**src/rtl/branch_predictor_pkg.sv**
```systemverilog
// Shared CPU types and defaults for the branch predictor slice.
// BpEntry is sized for the widest legal counter; narrower configs use the low bits.
package branch_predictor_pkg;

  typedef logic [31:0] Addr;
  typedef logic        Bool;
  typedef logic        Clock;

  localparam int unsigned ENTRIES_DEF  = 16;
  localparam int unsigned CTR_BITS_DEF = 2;
  localparam int unsigned CTR_MAX      = 4;

  typedef struct packed {
    Bool                valid;
    Addr                tag;
    Addr                target;
    logic [CTR_MAX-1:0] ctr;
  } BpEntry;

  // Tag is kept right-justified so it compares as a full Addr.
  function automatic Addr pc_tag(input Addr pc, input int unsigned idx_w);
    return pc >> (idx_w + 2);
  endfunction

endpackage

```
**src/rtl/branch_predictor_if.sv**
```systemverilog
// Fetch-lookup / execute-update / statistics bundle for the branch predictor.
interface branch_predictor_if
  import branch_predictor_pkg::*;
#(
  parameter int unsigned STAT_W = 32
);
  Addr               lookup_pc;
  Bool               predict_taken;
  Addr               predict_target;
  Bool               update_valid;
  Addr               update_pc;
  Bool               update_taken;
  Addr               update_target;
  Bool               update_mispredict;
  logic [STAT_W-1:0] stat_updates;
  logic [STAT_W-1:0] stat_mispredicts;

  modport master (
    output lookup_pc, update_valid, update_pc, update_taken, update_target, update_mispredict,
    input  predict_taken, predict_target, stat_updates, stat_mispredicts
  );

  modport slave (
    input  lookup_pc, update_valid, update_pc, update_taken, update_target, update_mispredict,
    output predict_taken, predict_target, stat_updates, stat_mispredicts
  );
endinterface

```
**src/rtl/branch_predictor_sat_counter.sv**
```systemverilog
// Saturating up/down counter used on the predictor update path.
module sat_counter #(
  parameter int unsigned CTR_BITS = 2
) (
  input  logic                i_inc,
  input  logic                i_dec,
  input  logic [CTR_BITS-1:0] i_value,
  output logic [CTR_BITS-1:0] o_value
);
  always_comb begin
    o_value = i_value;
    if (i_inc && !i_dec && (i_value != '1)) begin
      o_value = i_value + CTR_BITS'(1);
    end else if (i_dec && !i_inc && (i_value != '0)) begin
      o_value = i_value - CTR_BITS'(1);
    end
  end
endmodule

```
**src/rtl/branch_predictor.sv**
```systemverilog
// Direct-mapped branch target buffer with per-entry saturating direction counters.
// Lookup is combinational from the registered table; updates commit on the clock edge.
module branch_predictor
  import branch_predictor_pkg::*;
#(
  parameter int unsigned ENTRIES  = ENTRIES_DEF,
  parameter int unsigned CTR_BITS = CTR_BITS_DEF,
  parameter int unsigned STAT_W   = 32
) (
  input  Clock                clk,
  input  logic                rst_n,
  branch_predictor_if.slave   bus
);
  localparam int unsigned IDX_W = $clog2(ENTRIES);
  localparam logic [CTR_BITS-1:0] WEAK_TAKEN = CTR_BITS'(1) << (CTR_BITS - 1);

  BpEntry              r_tab [ENTRIES];
  logic                r_armed;
  logic [STAT_W-1:0]   r_stat_upd;
  logic [STAT_W-1:0]   r_stat_mis;

  logic [IDX_W-1:0]    w_lidx;
  logic [IDX_W-1:0]    w_uidx;
  BpEntry              w_lent;
  BpEntry              w_uent;
  Bool                 w_lhit;
  Bool                 w_uhit;
  logic [CTR_BITS-1:0] w_ctr_next;
  logic                w_unused;

  assign w_lidx = bus.lookup_pc[IDX_W+1:2];
  assign w_uidx = bus.update_pc[IDX_W+1:2];
  assign w_lent = r_tab[w_lidx];
  assign w_uent = r_tab[w_uidx];
  assign w_lhit = w_lent.valid && (w_lent.tag == pc_tag(bus.lookup_pc, IDX_W));
  assign w_uhit = w_uent.valid && (w_uent.tag == pc_tag(bus.update_pc, IDX_W));

  assign bus.predict_taken    = w_lhit && w_lent.ctr[CTR_BITS-1];
  assign bus.predict_target   = bus.predict_taken ? w_lent.target : '0;
  assign bus.stat_updates     = r_stat_upd;
  assign bus.stat_mispredicts = r_stat_mis;

  // Byte-offset bits and counter bits above CTR_BITS carry no information.
  assign w_unused = ^{bus.lookup_pc[1:0], bus.update_pc[1:0], w_lent.ctr, w_uent.ctr};

  sat_counter #(.CTR_BITS(CTR_BITS)) u_sat_counter (
    .i_inc   (bus.update_taken),
    .i_dec   (!bus.update_taken),
    .i_value (w_uent.ctr[CTR_BITS-1:0]),
    .o_value (w_ctr_next)
  );

  // r_armed stays low through the first edge after reset release so an
  // update presented on that edge is discarded.
  always_ff @(posedge clk or negedge rst_n) begin
    if (!rst_n) begin
      for (int unsigned i = 0; i < ENTRIES; i++) begin
        r_tab[i] <= '0;
      end
      r_armed    <= 1'b0;
      r_stat_upd <= '0;
      r_stat_mis <= '0;
    end else begin
      r_armed <= 1'b1;
      if (r_armed && bus.update_valid) begin
        r_stat_upd <= r_stat_upd + STAT_W'(1);
        if (bus.update_mispredict) begin
          r_stat_mis <= r_stat_mis + STAT_W'(1);
        end
        if (w_uhit) begin
          r_tab[w_uidx].ctr <= CTR_MAX'(w_ctr_next);
          if (bus.update_taken) begin
            r_tab[w_uidx].target <= bus.update_target;
          end
        end else if (bus.update_taken) begin
          r_tab[w_uidx] <= '{valid:  1'b1,
                             tag:    pc_tag(bus.update_pc, IDX_W),
                             target: bus.update_target,
                             ctr:    CTR_MAX'(WEAK_TAKEN)};
        end
      end
    end
  end
endmodule

```
**src/flat_wrapper.sv**
```systemverilog
// flat-port wrapper written by rule: the top's interface ports become plain ports
module branch_predictor_flat import branch_predictor_pkg::*;
#(
  parameter int unsigned ENTRIES  = ENTRIES_DEF,
  parameter int unsigned CTR_BITS = CTR_BITS_DEF,
  parameter int unsigned STAT_W   = 32
)
  (clk, rst_n, bus_lookup_pc, bus_update_valid, bus_update_pc, bus_update_taken, bus_update_target, bus_update_mispredict, bus_predict_taken, bus_predict_target, bus_stat_updates, bus_stat_mispredicts);
  branch_predictor_if #(.STAT_W(STAT_W)) bus_i ();
  input  Clock clk;
  input  logic rst_n;
  input wire logic [$bits(bus_i.lookup_pc)-1:0] bus_lookup_pc;
  input wire logic [$bits(bus_i.update_valid)-1:0] bus_update_valid;
  input wire logic [$bits(bus_i.update_pc)-1:0] bus_update_pc;
  input wire logic [$bits(bus_i.update_taken)-1:0] bus_update_taken;
  input wire logic [$bits(bus_i.update_target)-1:0] bus_update_target;
  input wire logic [$bits(bus_i.update_mispredict)-1:0] bus_update_mispredict;
  output wire logic [$bits(bus_i.predict_taken)-1:0] bus_predict_taken;
  output wire logic [$bits(bus_i.predict_target)-1:0] bus_predict_target;
  output wire logic [$bits(bus_i.stat_updates)-1:0] bus_stat_updates;
  output wire logic [$bits(bus_i.stat_mispredicts)-1:0] bus_stat_mispredicts;
  assign bus_i.lookup_pc = bus_lookup_pc;
  assign bus_i.update_valid = bus_update_valid;
  assign bus_i.update_pc = bus_update_pc;
  assign bus_i.update_taken = bus_update_taken;
  assign bus_i.update_target = bus_update_target;
  assign bus_i.update_mispredict = bus_update_mispredict;
  assign bus_predict_taken = bus_i.predict_taken;
  assign bus_predict_target = bus_i.predict_target;
  assign bus_stat_updates = bus_i.stat_updates;
  assign bus_stat_mispredicts = bus_i.stat_mispredicts;
  branch_predictor #(.ENTRIES(ENTRIES), .CTR_BITS(CTR_BITS), .STAT_W(STAT_W)) u_core (.clk(clk), .rst_n(rst_n), .bus(bus_i));
endmodule
```
**config.mk**
```make
export PLATFORM = sky130hd
export DESIGN_NAME = branch_predictor_flat
export DESIGN_NICKNAME = d
export VERILOG_FILES = /design/src/rtl/branch_predictor_pkg.sv /design/src/rtl/branch_predictor_if.sv /design/src/rtl/branch_predictor_sat_counter.sv /design/src/rtl/branch_predictor.sv /design/src/flat_wrapper.sv
export SDC_FILE = /design/constraint.sdc
export NUM_CORES = 2
export LEC_CHECK = 0
export CORE_ASPECT_RATIO = 1.25
export CORE_UTILIZATION = 65
export CTS_CLUSTER_SIZE = 24
export DETAILED_ROUTE_END_ITERATION = 10
export GPL_TIMING_DRIVEN = 1
export PLACE_DENSITY = 0.95
export SKIP_LAST_GASP = 1
export SYNTH_ARGS = -nofsm -noshare
export SYNTH_HDL_FRONTEND = slang
export SYNTH_SLANG_ARGS = --single-unit
```
**constraint.sdc**
```tcl
create_clock -name clk -period 8.9 [get_ports clk]
set_input_delay 1.335 -clock clk [delete_from_list [all_inputs] [get_ports clk]]
set_output_delay 1.335 -clock clk [all_outputs]
set_load 0.03 [all_outputs]
```
======== Word-level counts from Yosys, hierarchy flattened ========
Index checks and enable logic that the tools add are counted.
word-level totals
  ROM bits ................................ 0
  register bits after elaboration ......... 1169
  bits in latches ......................... 0
  memories ................................ 0
  memory bits (writable) .................. 0
operators by class
  div/mod/pow operators ................... 0
  eq/ne operators ......................... 3
  multipliers ............................. 0
  shifts and indexed selects .............. 0
  muxes and demuxes ....................... 21
  order comparisons ....................... 3
  add/sub/neg operators ................... 4
  reduce and logical (&&, ||, !) cells .... 12
  bitwise operators ....................... 2
operator list
  kind                                                        number
  bitwise mux 1104 bit                                        3
  two-way mux 1104 bit                                        3
  demux 69 bit (select 4 bit)                                 3
  binary-select mux 69 bit (select 4 bit)                     2
  two-way mux 69 bit                                          5
  adder 32 x 1 -> 32 bit, second input constant               2
  equality test 32 x 26 -> 1 bit                              2
  two-way mux 36 bit                                          1
  two-way mux 32 bit                                          1
  >= comparator 5 bit, second input constant                  2
  NOT 4 -> 5 bit                                              2
  logical AND 1 bit                                           7
  less-than comparator 5 x 1 -> 1 bit, second input constant  1
  two-way mux 2 bit                                           2
  two-way mux 4 bit                                           1
  AND reduction 2 bit                                         2
  nonzero test 2 bit                                          2
  adder 2 x 1 -> 2 bit, second input constant                 1
  inequality test 2 bit, second input constant                1
  subtractor 2 x 1 -> 2 bit, second input constant            1
  logical NOT 1 bit                                           1

======== Longest topological paths before layout ========
  depth in word-level cells ............... 12
  depth in mapped cells ................... 16

======== Hierarchy ========
A second synthesis with hierarchy kept.
second synthesis, totals
  cell total of the unflattened synthesis .. 3321
  area, all modules ....................... 51640.8 um^2
by module, submodules not included
  module            seq. area each (um^2)  cells an instance  area an instance (um^2)  instances
  branch_predictor  26050.0                3305               51539.4                  1
  sat_counter       0.0                    16                 101.3                    1

======== Worst setup path after synthesis ========
Ideal clock, no wire load.
  path type ............................... input to output
  start point ............................. input bus_lookup_pc[2]
  end point ............................... output bus_predict_target[10]
  cell stages on the path ................. 11
  data required time ...................... 7.565 ns
  data arrival time ....................... 4.555 ns
  path slack .............................. 3.010 ns
  buffers on the path ..................... 4
  cells stage by stage .................... buf_2 buf_1 buf_2 mux4_2 a211oi_1 a21oi_1 xor2_1 nor4_1 nand4_1 clkbuf_1 nor2b_1
between the ends
  cells in the longest elaborated chain, start to end .. 8
RTL lines
  element                                                  line                    source
  from (decl)                                              flat_wrapper.sv:12      input wire logic [$bits(bus_i.lookup_pc)-1:0] bus_lookup_pc;
  NOT 4 -> 5 bit (not written as such) *                   branch_predictor.sv:33  assign w_lent = r_tab[w_lidx];
  binary-select mux 69 bit (select 4 bit) *                branch_predictor.sv:33
  two-way mux 69 bit (not written as such) * (2 in a row)  branch_predictor.sv:33
  equality test 32 x 26 -> 1 bit                           branch_predictor.sv:35  assign w_lhit = w_lent.valid && (w_lent.tag == pc_tag(bus.lookup_pc, IDX_W));
  logical AND 1 bit                                        branch_predictor.sv:35
  logical AND 1 bit                                        branch_predictor.sv:38  assign bus.predict_taken = w_lhit && w_lent.ctr[CTR_BITS-1];
  two-way mux 32 bit *                                     branch_predictor.sv:39  assign bus.predict_target = bus.predict_taken ? w_lent.target : '0;
  to (decl)                                                flat_wrapper.sv:19      output wire logic [$bits(bus_i.predict_target)-1:0] bus_predict_target;
Mark *: on every way between the ends. The rest lies on a longest branch, timed or not. The select of a mux whose other input is x is not followed.

======== Worst setup path in the final report ========
  start point ............................. input bus_lookup_pc[2]
  end point ............................... output bus_predict_target[5]
The elaborated chain is that of the path after synthesis.

==> impl_metrics.py <==
metrics = {
    "power_and_ir_drop": {
        "ir_worst_vdd_v": 0.0002918,
        "internal_power_uw": 8980,
        "switching_share_pct": 27.65,
        "p_leak_uw": 0.02682,
        "clkPwrFrac_pct": 36.8,
        "seq_power_share_pct": 46.8,
        "power_density_mw_per_mm2": 211.2,
        "combPwrFrac_pct": 16.3,
        "finalPower_uw": 12410,
        "p_sw_uw": 3431,
    },
    "place": {
        "dp_hpwl_um": 84200,
        "io_buffer_count": 193,
        "dp.cells": 4839,
        "gp_congestion": 0.8817,
    },
    "synth": {
        "synth_top_area_share_pct": 49.38,
        "yosysMostFrequentCell": "dfrtp_1",
        "syn_inst": 3819,
        "yosysTopAreaCell": "dfrtp_1",
        "synth.avg_cell_area_um2": 13.81,
        "synth_warnings": 0,
        "synth.distinct_cells": 62,
        "ys_seq_elements": 1041,
        "synthesis.nets": 3924,
        "synth.top_cells.by_count": "dfrtp_1 (1041), nand2_1 (754), mux2_2 (446)",
        "synthArstFlopShare_pct": 100.0,
        "synth_ff_type": "dfrtp_1",
        "seq_area_frac_synth_pct": 49.38,
        "synth_edf_count": 0,
        "synth_area_mm2": 0.05275,
        "ys_top_cells_by_area": "dfrtp_1 (49%), mux4_2 (16%), mux2_2 (9.5%)",
    },
    "critical_path": {
        "r2r_start": "u_core.r_tab[48]",
        "startpoint_type": "input pin",
        "cp_max_fo": 50,
        "reg2reg_to": "u_core.r_tab[107]",
        "critical_path_required_ns": 7.57,
        "path_cells": "buf_8 -> buf_4 -> mux4_2 -> mux4_2 -> xnor2_1 -> o211ai_1 -> nor4_1 -> nand4_1 -> buf_4 -> nor2b_1 -> clkdlybuf4s50_1",
        "reg2reg_depth": 10,
        "worst_ep_arrival_time_ns": 6.13,
        "cp-startpoint": "bus_lookup_pc[2]",
        "critPathCaptureType": "output pin",
        "criticalPathCategory": "input pin to output pin",
        "slowest_stage": "clkdlybuf4s50_1",
        "ff2ff_setup_slack_ns": 3.71,
        "cp_slowest_stage_delay_ns": 0.70,
    },
    "floorplanning": {
        "start_util_pct": 65.73,
        "core_mm2": 0.08026,
        "die-area_mm2": 0.08231,
        "die_y_um": 320.5,
        "die_w_um": 256.8,
        "design.portCount": 198,
        "rows": 116,
    },
    "final_layout": {
        "area_growth_pct": 11.38,
        "layout.nets": 3985,
        "final_cells": 5037,
        "drive_above_1_share_pct": 35.18,
    },
    "worst_hold_path": {
        "hp-class": "flip-flop to flip-flop",
        "worstHoldEndpoint": "u_core.r_tab[144]",
        "min_path_cells": 2,
        "worst_hold_startpoint": "u_core.r_tab[144]",
    },
    "clock_network": {
        "cts_root_buf": "clkbuf_16",
        "clk_latency_ns": 0.73,
        "clk_path_buf_depth": 3,
        "htreeDepth": 3,
        "cts_buffers": 101,
        "cts_resized": 0,
        "cts_num_sinks": 1041,
        "clk_pin_slew_ns": 0.06,
        "cts_tree": "yes",
        "holdBufCountCts": 0,
        "post-cts-setup-buffers": 0,
    },
    "timing": {
        "rsz0062_at_grt": "no",
        "finalSetupViolCount": 0,
        "finalClockSkew_ns": 0.08433,
        "min_period_over_period_pct": 83.91,
        "slew_headroom_pct": 0.6138,
        "max_freq_mhz": 133.9,
        "tns_ns": 0,
        "holdWs_ns": 0.4728,
        "slew_violations": 0,
        "hold_viol": 0,
        "worst_pin_slew_ns": 1.487,
        "fin_crit_ns": 7.468,
    },
    "grt": {
        "first_global_vias": 39410,
        "grt-ovfl-total": 0,
        "gr-usage-all-layers_pct": 39.13,
        "grt_max_degree": 183,
        "antenna_found_initial": 11,
        "grt_pass1_wl_um": 241400,
    },
    "drt": {
        "firstDrtPassIters": 8,
        "wire_per_inst_um": 31.80,
        "num_vias": 37030,
        "drc": 0,
        "postRouteAntennaNets": 0,
        "wl_um": 160200,
        "drt_iter0_markers": 5475,
        "via_per_inst": 7.351,
    },
    "job": {
        "drv_cap": 1,
    },
    "run_status": {
        "status": "finished, violations left",
        "violations": "capacitance limit",
    },
}
## power by group through the flow
| stage | combinational (µW) | clock (µW) | sequential (µW) |
|---|---|---|---|
| after floorplan | 1370 | 0 | 5700 |
| after global placement | 1830 | 0 | 5740 |
| after detailed placement | 1930 | 0 | 5810 |
| after CTS | 1990 | 4550 | 5770 |
| after global routing | 2130 | 4750 | 5840 |
| final | 2030 | 4570 | 5810 |
## placed cells by master (no fill, tap or decap), types with 21 or more instances in the layout
cell and count:
clkinv_2 23, xor2_1 30, nor2b_1 46, mux2_4 266
xnor2_1 85, mux2i_1 108, dfrtp_1 1041, mux4_2 381
and3_1 23, mux2_2 446, buf_4 69, o21ai_0 21
clkbuf_16 102, nor2_1 49, nand3_1 31, nand2_1 746
nand4_1 25, clkdlybuf4s50_1 184
## metrics by stage
| stage | area (µm²) | setup WS [ns] | util (%) |
|---|---|---|---|
| final | 58760 | 1.432 | 73.21 |
| after global routing | 58740 | 1.409 | 73.19 |
| after CTS | 58730 | 1.677 | 73.17 |
| after detailed placement | 55250 | 1.840 | 68.83 |
| after global placement | 55250 | 1.984 | 68.83 |
| after floorplan | 52750 | 3.010 | - |
## cell families after synthesis
| logic type | Yosys count | synth area share (%) |
|---|---|---|
| adders and majority gates | 4 | 0.09487 |
| buffers and inverters | 312 | 2.934 |
| and+or+nand+nor | 1014 | 8.135 |
| xor gates and xnor gates | 115 | 1.909 |
| DFF | 1041 | 49.38 |
| AOI/OAI and AO/OA | 131 | 2.135 |
| muxes | 1201 | 35.41 |
| other | 1 | 0.007108 |
## critical path: cells and delay by family
kind / cells / cell delay, ns
and+or+nand+nor: 3 / 1.11
AOI/OAI and AO/OA: 1 / 0.30
buffers and inverters: 4 / 1.87
xor gates and xnor gates: 1 / 0.39
muxes: 2 / 1.02
## final cells by class
class / count / area (µm²)
well taps: 1062 / 1329
fillers: 4265 / 21500
clock buffers: 138 / 2848
diodes: 12 / 30.03
inverters: 6 / 22.52
flip-flops and latches: 1041 / 26050
clock inverters: 48 / 633.1
repair buffers: 264 / 2532
multi-input cells: 2466 / 25310
## worst max-delay path by stage
stage	to	slack, ns
after floorplan	bus_predict_target[10]	3.01
after global placement	bus_predict_target[5]	1.98
after detailed placement	bus_predict_target[5]	1.84
after CTS	bus_predict_target[5]	1.68
after global routing	bus_predict_target[5]	1.41
final	bus_predict_target[5]	1.43
## registers in the layout, indices dropped and copies added, names as in the netlist
register / flops
u_core.bus.stat_updates: 32
u_core.bus.stat_mispredicts: 32
u_core.r_tab: 976
u_core.r_armed: 1
## per-layer routing
| layer | up-vias | track usage, % | part of all wire [%] |
|---|---|---|---|
| met5 | - | 0 | 0.024 |
| met4 | 8 | 28.98 | 8.3 |
| met2 | 3282 | 59.90 | 47 |
| li1 | 13890 | - | - |
| met3 | 1076 | 11.28 | 12 |
| met1 | 18770 | 47.60 | 33 |
(Power assumes the default switching activity.)
